**src/rtl/unidade_controle.sv**
```systemverilog
// Multi-cycle control FSM for the MIPS datapath: FETCH, DECODE, EXEC, WB per instruction.
// All outputs are registered Moore outputs, and illegal encodings are trapped or retired as NOPs.
module unidade_controle #(
  parameter int unsigned CNT_W           = 16,
  parameter bit          HALT_ON_ILLEGAL = 1'b1
) (
  input  logic             clk,
  input  logic             rst,
  input  logic             run,
  input  logic [5:0]       op,
  input  logic [5:0]       funct,
  output logic             en,
  output logic             en_rf,
  output logic             selec_mux,
  output logic             selec_mux2,
  output logic [3:0]       alu_op,
  output logic             busy,
  output logic             illegal,
  output logic [CNT_W-1:0] instr_count
);

  typedef enum logic [2:0] {
    S_IDLE,
    S_FETCH,
    S_DECODE,
    S_EXEC,
    S_WB,
    S_TRAP
  } state_t;

  localparam logic [3:0] ALU_AND = 4'b0000;
  localparam logic [3:0] ALU_OR  = 4'b0001;
  localparam logic [3:0] ALU_ADD = 4'b0010;
  localparam logic [3:0] ALU_SUB = 4'b0110;
  localparam logic [3:0] ALU_SLT = 4'b0111;
  localparam logic [3:0] ALU_NOR = 4'b1100;

  state_t     state;
  logic       lat_wr;
  logic       lat_ill;

  logic       dec_legal;
  logic       dec_nop;
  logic       dec_mux;
  logic       dec_mux2;
  logic [3:0] dec_alu;

  always_comb begin
    dec_legal = 1'b1;
    dec_nop   = 1'b0;
    dec_mux   = 1'b0;
    dec_mux2  = 1'b0;
    dec_alu   = ALU_AND;
    if (op == 6'h00) begin
      dec_mux = 1'b1;
      case (funct)
        6'h20:   dec_alu = ALU_ADD;
        6'h22:   dec_alu = ALU_SUB;
        6'h24:   dec_alu = ALU_AND;
        6'h25:   dec_alu = ALU_OR;
        6'h27:   dec_alu = ALU_NOR;
        6'h2A:   dec_alu = ALU_SLT;
        6'h00:   dec_nop = 1'b1;
        default: dec_legal = 1'b0;
      endcase
    end else begin
      dec_mux2 = 1'b1;
      case (op)
        6'h08:   dec_alu = ALU_ADD;
        6'h0C:   dec_alu = ALU_AND;
        6'h0D:   dec_alu = ALU_OR;
        6'h0A:   dec_alu = ALU_SLT;
        default: dec_legal = 1'b0;
      endcase
    end
  end

  // Outputs are assigned on the edge that enters the state they belong to,
  // so each state's outputs are visible for that whole state.
  always_ff @(posedge clk or posedge rst) begin
    if (rst) begin
      state       <= S_IDLE;
      en          <= 1'b0;
      en_rf       <= 1'b0;
      selec_mux   <= 1'b0;
      selec_mux2  <= 1'b0;
      alu_op      <= '0;
      busy        <= 1'b0;
      illegal     <= 1'b0;
      instr_count <= '0;
      lat_wr      <= 1'b0;
      lat_ill     <= 1'b0;
    end else begin
      en    <= 1'b0;
      en_rf <= 1'b0;
      case (state)
        S_IDLE: begin
          if (run) begin
            state <= S_FETCH;
            busy  <= 1'b1;
          end
        end
        S_FETCH: state <= S_DECODE;
        S_DECODE: begin
          lat_wr  <= dec_legal & ~dec_nop;
          lat_ill <= ~dec_legal;
          if (!dec_legal && HALT_ON_ILLEGAL) begin
            state   <= S_TRAP;
            busy    <= 1'b0;
            illegal <= 1'b1;
          end else begin
            state <= S_EXEC;
            // NOP and illegal encodings leave the selects at their last values.
            if (dec_legal && !dec_nop) begin
              selec_mux  <= dec_mux;
              selec_mux2 <= dec_mux2;
              alu_op     <= dec_alu;
            end
          end
        end
        S_EXEC: begin
          state       <= S_WB;
          en          <= 1'b1;
          en_rf       <= lat_wr;
          illegal     <= lat_ill;
          instr_count <= instr_count + 1'b1;
        end
        S_WB: begin
          illegal <= 1'b0;
          busy    <= run;
          state   <= run ? S_FETCH : S_IDLE;
        end
        S_TRAP: begin
          state   <= S_TRAP;
          busy    <= 1'b0;
          illegal <= 1'b1;
        end
        default: begin
          state <= S_IDLE;
          busy  <= 1'b0;
        end
      endcase
    end
  end

endmodule
```
**config.mk**
```make
export PLATFORM = sky130hd
export DESIGN_NAME = unidade_controle
export DESIGN_NICKNAME = d
export VERILOG_FILES = /design/src/rtl/unidade_controle.sv
export SDC_FILE = /design/constraint.sdc
export NUM_CORES = 1
export LEC_CHECK = 0
export CORE_ASPECT_RATIO = 1.1
export CORE_MARGIN = 3
export CORE_UTILIZATION = 51
export DETAILED_ROUTE_END_ITERATION = 8
export PLACE_DENSITY_LB_ADDON = 0.25
export SLEW_MARGIN = 15
export SYNTH_ARGS = -nofsm -noshare
export SYNTH_HDL_FRONTEND = slang
export SYNTH_SLANG_ARGS = --single-unit
```
**constraint.sdc**
```tcl
create_clock -name clk -period 2.7 [get_ports clk]
set_input_delay 0.54 -clock clk [delete_from_list [all_inputs] [get_ports clk]]
set_output_delay 0.54 -clock clk [all_outputs]
set_load 0.01 [all_outputs]
```
# Word-level counts from Yosys, hierarchy flattened
# Cells that the tools add are included.
# Widths: inputs -> output; s select.
[totals]
reg_bits = 31
inputBits = 15
[classes]
addsub = 1
eq_ne = 17
muxes = 21
bitwise = 4
n_reduce_logical = 12
[op_table]
columns = ["op", "n"]
rows = [
  ["$eq 6x6->1 const B", 6],
  ["$eq 6x4->1 const B", 4],
  ["$pmux 4 s5", 1],
  ["$pmux 3 s6", 1],
  ["$add 16x1->16 const B", 1],
  ["$mux 1", 13],
  ["$logic_not 6->1", 2],
  ["$pmux 3 s3", 1],
  ["$pmux 1 s4", 2],
  ["$reduce_or 7->1", 1],
  ["$eq 3x2->1 const B", 2],
  ["$eq 3x3->1 const B", 2],
  ["$mux 3", 2],
  ["$reduce_and 3->1", 2],
  ["$mux 4", 1],
  ["$ne 2x2->1 const B", 2],
  ["$reduce_bool 4->1", 1],
  ["$reduce_or 4->1", 1],
  ["$eq 3x1->1 const B", 1],
  ["$logic_not 3->1", 1],
  ["$not 1->1", 3],
  ["$reduce_and 2->1", 1],
  ["$reduce_or 2->1", 1],
  ["$and 1x1->1", 1],
  ["2 further kinds", 2],
]

# Depth between registers and ports, before layout
# Gate-level depths: netlist of the first run.
[logic_depth]
depth_word = 6
ltp_mapped = 7

# Worst setup path before layout of the first run
# Ideal clock, no wire load.
[synth_path]
path_kind = "in2reg"
from = "input op[0]"
to = "register alu_op[0]"
t_arrival_ns = 1.992
required_time_ns = 2.575
setup_slack_ns = 0.583
cell_stages = 6
n_path_buf = 1
path_cell_list = "or2_1 -> a2111o_1 -> a21bo_1 -> or2_1 -> buf_6 -> mux2_4"
[synth_between]
elab_chain_cells = 6
[synth_lines]
columns = ["item", "line", "rtl"]
rows = [
  ["start, declared", "10", "input logic [5:0] op,"],
  ["$eq 6x4->1", "68", "case (op)"],
  ["$reduce_or 4->1 (no line)", "--", ""],
  ["$mux 1", "68", ""],
  ["$mux 1", "54", "if (op == 6'h00) begin"],
  ["$logic_and 1x1->1", "114", "if (dec_legal && !dec_nop) begin"],
  ["$reduce_and 3->1 (no line)", "--", ""],
  ["end signal, assigned", "117", "alu_op <= dec_alu;"],
  ["end, declared", "16", "output logic [3:0] alu_op,"],
]
# Parallel ways exist; a longest one is shown, timed or not.
# A chain may end at the register's enable or synchronous reset.

# Final worst setup path of the first run
[layout_path]
from = "input op[2]"
to = "register alu_op[1]"
# Same word-level chain as after synthesis.

==> results of run 1 <==
-- critical path, cell delays in order --
cell and delay [ns]:
clkdlybuf4s50_1 0.46, nor4_1 0.46, nand2_1 0.19, a21bo_1 0.27, or2_1 0.31, mux2_4 0.32
-- power by group through the flow --
stage | Combinational [mW] | Clock (mW) | Sequential [mW]
final | 0.421 | 0.258 | 0.661
after CTS | 0.428 | 0.268 | 0.659
after detailed placement | 0.424 | 0 | 0.669
after floorplan | 0.235 | 0 | 0.658
after global routing | 0.473 | 0.293 | 0.676
after global placement | 0.409 | 0 | 0.661
-- stage by stage --
step	hold slack (ns)	instances
3_5_place_dp	0.466	226
3_3_place_gp	0.457	226
2_1_floorplan	0.457	154
6_report	0.470	234
4_1_cts	0.479	234
5_1_grt	0.520	234
-- layout make-up --
class                   instances  share of cell area, %
well taps                      33                   2.03
multi-input cells             111                   35.3
repair buffers                 42                   20.4
flip-flops and latches         31                   38.1
clock inverters                 3                  0.737
clock buffers                   5                   1.84
inverters                       9                   1.66
-- worst max path at each step --
stage                      to  cells past startpoint  slack (ns)
detailed placement  alu_op[0]                      6        0.03
global placement    alu_op[0]                      6        0.12
finish              alu_op[1]                      6        0.38
floorplan           alu_op[0]                      6        0.58
CTS                 alu_op[1]                      6        0.40
global route        alu_op[2]                      6        0.28
-- state kept, by name (all words and copies together), names as in the netlist --
register,flops
instr_count,16
selec_mux,1
busy,1
en_rf,1
illegal,1
en,1
selec_mux2,1
state,3
lat_ill,1
lat_wr,1
alu_op,4
-- cells by family after synthesis --
group                    Yosys count  share of synthesized area [%]
AND/OR/NAND/NOR                   63                           20.4
flip-flops                        31                           50.0
AO/OA/AOI/OAI                     25                           10.8
XOR/XNOR                          15                           8.47
buffers and inverters             12                           3.55
multiplexers                       6                           5.08
adder cells (fa/ha/maj)            2                           1.61
-- cells in the mapped netlist, types with 3 or more instances --
| library cell | n | area (um2) |
|---|---|---|
| nand2_1 | 15 | 56.3 |
| o21ai_0 | 5 | 25.0 |
| nand2b_1 | 3 | 18.8 |
| nor2_1 | 18 | 67.6 |
| nand4_1 | 3 | 18.8 |
| a21oi_1 | 5 | 25.0 |
| xnor2_1 | 13 | 114 |
| nor3_1 | 4 | 20.0 |
| mux2_4 | 3 | 45.0 |
| nand3_1 | 7 | 35.0 |
| inv_1 | 9 | 33.8 |
| dfrtp_1 | 31 | 776 |
-- routing by layer --
| layer | vias to the layer above | routed length (um) | global-route usage, % |
|---|---|---|---|
| li1 | 628 | - | - |
| met4 | 0 | 103 | 11.3 |
| met2 | 40 | 1620 | 33.2 |
| met3 | 11 | 188 | 5.25 |
| met1 | 615 | 1310 | 21.5 |
| met5 | - | 0 | 0 |
==> qor.csv, run 1 <==
metric,value,unit
grt_pass1_vias,1353,
layout_common_cells,"clkdlybuf4s50_1, dfrtp_1, nor2_1, nand2_1, xnor2_1",
max_cap_viol_count,0,
cts.path.max_buffers,2,
cts_root_buf,clkbuf_4,
p_seq_share,49.3,%
drtAntennaViolNets,0,
cts_resized,0,
pre_cts_ws,0.0269,ns
crit_path_max_fanout,5,
synth_edf_count,0,
r2r_end,alu_op[1],
rsz0062_at_grt,false,
grt_first_pass_wirelength,5.54,mm
reg2regPathDepth,5,
post-dp-hpwl,2.46,mm
num_antenna_cells,0,
nFillCells,229,
hold_depth,1,
ff2ff_setup_slack,0.66,ns
cp.arrival,2.55,ns
drcViolationCount,0,
switching_share,33.7,%
slew_headroom,68.8,%
path_class,primary input to flop,
cts_made_buffers,5,
reg2reg_from,state[1],
layout_min_cycle_time,2.32,ns
wl_per_cell,13.8,um
hp-start,instr_count[15],
yosys_warnings,0,
cts_tree,yes,
synth_nets,171,
htreeDepth,2,
dr.pass1.iters,4,
vias_per_cell,5.53,
worst_pin_slew,0.463,ns
fin_crit_sh,86.0,%
status,"complete, no violations",
finalSetupViolations,0,
ios,41,
p_sw,0.452,mW
die-height,63.8,um
nets,217,
crit_path_end_kind,flop,
finalHoldViolCount,0,
drv_slew,0,
cts_hold_buffers,0,
startpoint,op[2],
synth_cells,154,
layout_commonest_cell,clkdlybuf4s50_1,
ir_worst_vdd,0.429,mV
clock_skew,0.00567,ns
grt_max_degree,21,
yosysUniqueCellTypes,42,
fin_area,2040,um2
syn_to_final_growth,31.5,%
fin_total_pwr,1.34,mW
clock_power_share,19.2,%
vias,1294,
drive_above_1_share,7.46,%
setup_slack,0.378,ns
die_w,58.6,um
synth-seq-area-share,50.0,%
grt_antenna_before_repair,0,
leakagePower,0.878,nW
post_cts_buffers,0,
cp.required,2.92,ns
drt_iter0_markers,59,
rows,20,
placed_area,1990,um2
async_reset_ff_share,100,%
p_per_area,658,nW/um2
dieArea,3740,um2
fmax,431,MHz
clk_latency,0.33,ns
startpoint_type,primary input,
multi_input_area,719,um2
regArea,776,um2
synth_area_per_cell,10.1,um2
post-route-util,72.1,%
coreArea,2830,um2
globalRouteTotalUtil,19.6,%
path_clk_slew,0.10,ns
start_util,54.8,%
hp-class,flop to flop,
synth_flop_cell,dfrtp_1,
p_comb_share,31.4,%
holdPathEnd,instr_count[15],
cts_sinks,31,
grt-ovfl-total,0,
synth_area,1550,um2
p_int,0.888,mW
synth-seq-cells,31,
wl,3.23,mm
tns,0,ns
port_buffers,40,
gp_congestion,0.918,
Power figures use the tool's default switching activity.
==> inputs of run 2 (changes only) <==
- CAP_MARGIN: not set -> 25
==> results of run 2 <==
The final DEF is identical to that of run 1; final timing and power are the same.
==> inputs of run 3 (changes only) <==
- SETUP_SLACK_MARGIN: not set -> 0.3
- SKIP_CTS_REPAIR_TIMING: not set -> 1
==> run 3 against run 2 <==
- cell area increased by 0.31%
- clock power about the same
- clock skew increased by 0.0021 ns
- critical path type unchanged
- largest cell class unchanged
- largest power group unchanged
==> qor.csv, run 3 (synthesis gave the netlist of run 1 again) <==
metric,value,unit,change
post-route-util,72.3,%,was 72.1%
rsz0062_at_grt,false,,unchanged
grt_first_pass_wirelength,5.54,mm,unchanged
rows,20,,unchanged
placed_cells,226,,unchanged
drt_iter0_markers,52,,was 59
finalHoldViolCount,0,,unchanged
nFillCells,227,,was 229
ios,41,,unchanged
path_clk_slew,0.09,ns,was 0.10 ns
leakagePower,0.878,nW,about the same
ff2ff_setup_slack,0.66,ns,about the same
post-dp-hpwl,2.46,mm,unchanged
cp.required,2.92,ns,about the same
vias_per_cell,5.51,,was 5.53
syn_to_final_growth,31.9,%,was 31.5%
hp-class,flop to flop,,unchanged
wl_per_cell,13.6,um,was 13.8 um
max_cap_viol_count,0,,unchanged
largest_register_ffs,16,,unchanged
cts_made_buffers,5,,unchanged
hold_depth,1,,unchanged
reg2reg_from,state[1],,unchanged
drcViolationCount,0,,unchanged
layout_commonest_cell,clkdlybuf4s50_1,,unchanged
cts_sinks,31,,unchanged
crit_path_end_kind,flop,,unchanged
finalSetupViolations,0,,unchanged
worst_pin_slew,0.445,ns,was 0.463 ns
slew_headroom,70.1,%,was 68.8%
hp-start,instr_count[15],,unchanged
cp.arrival,2.55,ns,about the same
setup_slack,0.373,ns,was 0.378 ns
die_w,58.6,um,unchanged
startpoint_type,primary input,,unchanged
ir_worst_vdd,0.429,mV,about the same
globalRouteTotalUtil,19.6,%,unchanged
gp_congestion,0.918,,unchanged
largest_register,instr_count,,unchanged
die-height,63.8,um,unchanged
stdcell_count,234,,unchanged
nets,217,,unchanged
htreeDepth,2,,unchanged
wl,3.19,mm,was 3.23 mm
reg_top3,"instr_count (16), alu_op (4), state (3)",,unchanged
status,"complete, no violations",,unchanged
grt-ovfl-total,0,,unchanged
drv_slew,0,,unchanged
clock_skew,0.00772,ns,was 0.00567 ns
grt_pass1_vias,1353,,unchanged
fin_total_pwr,1.34,mW,about the same
holdPathEnd,instr_count[15],,unchanged
coreArea,2830,um2,unchanged
r2r_end,alu_op[1],,unchanged
cts_tree,yes,,unchanged
grt_antenna_before_repair,0,,unchanged
grt_max_degree,21,,unchanged
num_antenna_cells,0,,unchanged
layout_min_cycle_time,2.33,ns,was 2.32 ns
path_class,primary input to flop,,unchanged
cts.path.max_buffers,2,,unchanged
tns,0,ns,unchanged
clk_latency,0.33,ns,about the same
drtAntennaViolNets,0,,unchanged
port_buffers,40,,unchanged
p_per_area,655,nW/um2,was 658 nW/um2
drive_above_1_share,7.96,%,was 7.46%
reg2regPathDepth,5,,unchanged
start_util,54.8,%,unchanged
fmax,430,MHz,was 431 MHz
crit_path_max_fanout,5,,unchanged
pre_cts_ws,0.0269,ns,unchanged
fin_crit_sh,86.2,%,was 86.0%
cts_root_buf,clkbuf_4,,unchanged
layout_common_cells,"clkdlybuf4s50_1, dfrtp_1, nor2_1, nand2_1, xnor2_1",,unchanged
dr.pass1.iters,4,,unchanged
vias,1289,,was 1294
dieArea,3740,um2,unchanged
[run 3: cell counts in the layout (fill, tap and decap cells not counted)]
Identical to the previous run, type by type.
[run 3: power breakdown]
group | leakage (nW) | switching [mW] | internal [mW]
Clock | 0.0347 | 0.159 | 0.0967
Sequential | 0.408 | 0.105 | 0.556
Combinational | 0.436 | 0.186 | 0.236
Total | 0.878 | 0.450 | 0.888
[run 3: through the flow]
step | hold WS (ns) | instance area (um2)
after global routing | 0.520 | 2040
after detailed placement | 0.466 | 1990
after CTS | 0.479 | 2040
after global placement | 0.457 | 1990
final | 0.469 | 2040
after floorplan | 0.457 | 1550
[run 3: layout make-up]
class                   instances  area [um2]  area share (%)
clock inverters                 3        15.0           0.734
well taps                      33        41.3            2.02
flip-flops and latches         31         776            37.9
multi-input cells             111         726            35.5
clock buffers                   5        37.5            1.84
repair buffers                 42         415            20.3
inverters                       9        33.8            1.65
[run 3: worst max-delay path by stage]
stage	from	endpoint	slack [ns]
final	op[0]	alu_op[1]	0.37
after detailed placement	op[2]	alu_op[0]	0.03
after global routing	op[0]	alu_op[2]	0.34
after global placement	op[2]	alu_op[0]	0.12
after floorplan	op[0]	alu_op[0]	0.58
after CTS	op[2]	alu_op[1]	0.40
[run 3: per-layer routing]
| metal | wire, um | global-route usage, % | part of all wire, % | vias up |
|---|---|---|---|---|
| li1 | - | - | - | 629 |
| met1 | 1300 | 21.5 | 41 | 599 |
| met2 | 1600 | 33.2 | 50 | 48 |
| met3 | 190 | 5.25 | 6.0 | 13 |
| met4 | 110 | 11.3 | 3.4 | 0 |
| met5 | 0 | 0 | 0 | - |
[run 3: critical path, cell delays in order]
cell and delay [ns]:
clkdlybuf4s50_1 0.46, or2_1 0.28, a2111o_1 0.42, a21bo_1 0.23
or2_1 0.31, mux2_4 0.32
==> variant, RTL diff (config.mk and constraints of run 1) <==
The parameter `CNT_W` goes from 16 to 20.
--- a/src/rtl/unidade_controle.sv
+++ b/src/rtl/unidade_controle.sv
@@ -2,5 +2,5 @@
 // All outputs are registered Moore outputs, and illegal encodings are trapped or retired as NOPs.
 module unidade_controle #(
-  parameter int unsigned CNT_W           = 16,
+  parameter int unsigned CNT_W           = 20,
   parameter bit          HALT_ON_ILLEGAL = 1'b1
 ) (
Interface: changed (resized instr_count); port bits go from 41 to 45. No check against the original RTL was run, so the function may have changed too.
==> variant against run 1 <==
- synthesized cell count grew 9.7%
- sequential share of layout area is 0.59 points lower
- total power increased by 18%
- setup slack better by 170 ps
- area after synthesis increased by 14%
- sequential cell count is 4 higher
- routed wire length rose by 9.8%
- final area up 15%
- critical endpoint is now illegal
- largest cell class unchanged
==> variant: results (changes against run 1) <==
Cells and area
  – Fraction of area in registers: 0.375 (-0.00587)
  – Multi-input logic area: 832 um^2 (+16%)
  – Biggest regs: instr_count (20), alu_op (4), state (3)
  – Nets@finish: 234 (+7.8%)
  – Buffers, non-clock: 45 (+7.1%)
  – Invs w/o clock: 10 (+1)
  – Layout clock buffer count: 6 (+1)
  – Ratio of cells with drive above 1 in the final layout: 0.110 (+0.0355)
  – Clock-cell share: 0.0369 (+0.0112)
  – Fill count: 243 (+6.1%)
  – Area grow syn2layout: 31.7%

Yosys
  – Syn Nets: 186 (+8.8%)
  – Netlist cell types: 45 (+7.1%)
  – Top cells by area, synth: dfrtp_1 (49%), xnor2_1 (7.4%), mux2_2 (3.8%)
  – Mapped Avg Cell Area: 10.5 um^2 (+4.3%)
  – Synth top cells by count: dfrtp_1 (35), xnor2_1 (15), nor2_1 (14)
  – Post-synthesis sequential area ratio: 0.494 (-0.00675)

Global route
  – Largest net degree at the start of global routing: 36 (+71%)
  – Gr usage total: 0.191 (-0.00453)
  – First-pass GRT wire length: 6290 um (+13%)
  – Vias in the first global route: 1438 (+6.3%)

Placement
  – Dpl ws: 215 ps (+188 ps)
  – Gpl congestion: 0.866 (-5.6%)
  – Placed cell area: 2250 um^2 (+13%)
  – Detailed placement HPWL: 2720 um (+11%)
  – Placed Cells: 256 (+13%)

Critical path
  – Worst-path cell with the longest stage delay: or4_1
  – Worst Path Arrival: 2370 ps (-180 ps)
  – Worst stage delay on the critical path: 560 ps (+100 ps)

Drt
  – WL/cell: 13.4 um (-2.7%)
  – Total Wirelength: 3540 um (+9.8%)
  – Drt via density: 5.43 (-1.8%)

Power and ir drop
  – Lkg Pwr: 0.00101 uW (+15%)
  – Internal power: 1100 uW (+24%)
  – Logic power comb: 454 uW (+7.8%)
  – IR drop worst, VDD: 0.000399 V (-7.1%)
  – Seq power: 730 uW (+10%)
  – Sw frac: 0.301 (-0.0366)

Floorplan
  – Core Box Area: 3180 um^2 (+12%)

STA
  – Transition time of the tightest slew-check pin: 429 ps (-34.2 ps)
  – Skew final: 7.56 ps (+1.90 ps)

Status
  – Outcome: completed
variant: cells by family after synthesis:
logic type	share of synthesized area
AND/OR/NAND/NOR	0.214
XOR/XNOR	0.0987
multiplexers	0.0437
flip-flops	0.494
adder cells (fa/ha/maj)	0.0141
AO/OA/AOI/OAI	0.0987
buffers and inverters	0.0374
variant: worst paths after layout:
check | end | depth (start not counted) | slack, ps | start
worst min-delay path | instr_count[19] | 1 | 480 | instr_count[19]
worst max register to register | instr_count[12] | 5 | 850 | state[1]
max in group asynchronous | illegal | 3 | 1800 | rst
worst max-delay path | illegal | 6 | 550 | funct[0]
min in group asynchronous | instr_count[6] | 3 | 590 | rst
worst min register to register | instr_count[19] | 1 | 480 | instr_count[19]
variant: per-layer routing:
layer,share of wire,vias to the layer above,global-route usage
met1,0.38,691,0.182
met2,0.55,43,0.397
met3,0.052,6,0.0460
li1,-,693,-
met4,0.017,0,0.0829
met5,0,-,0
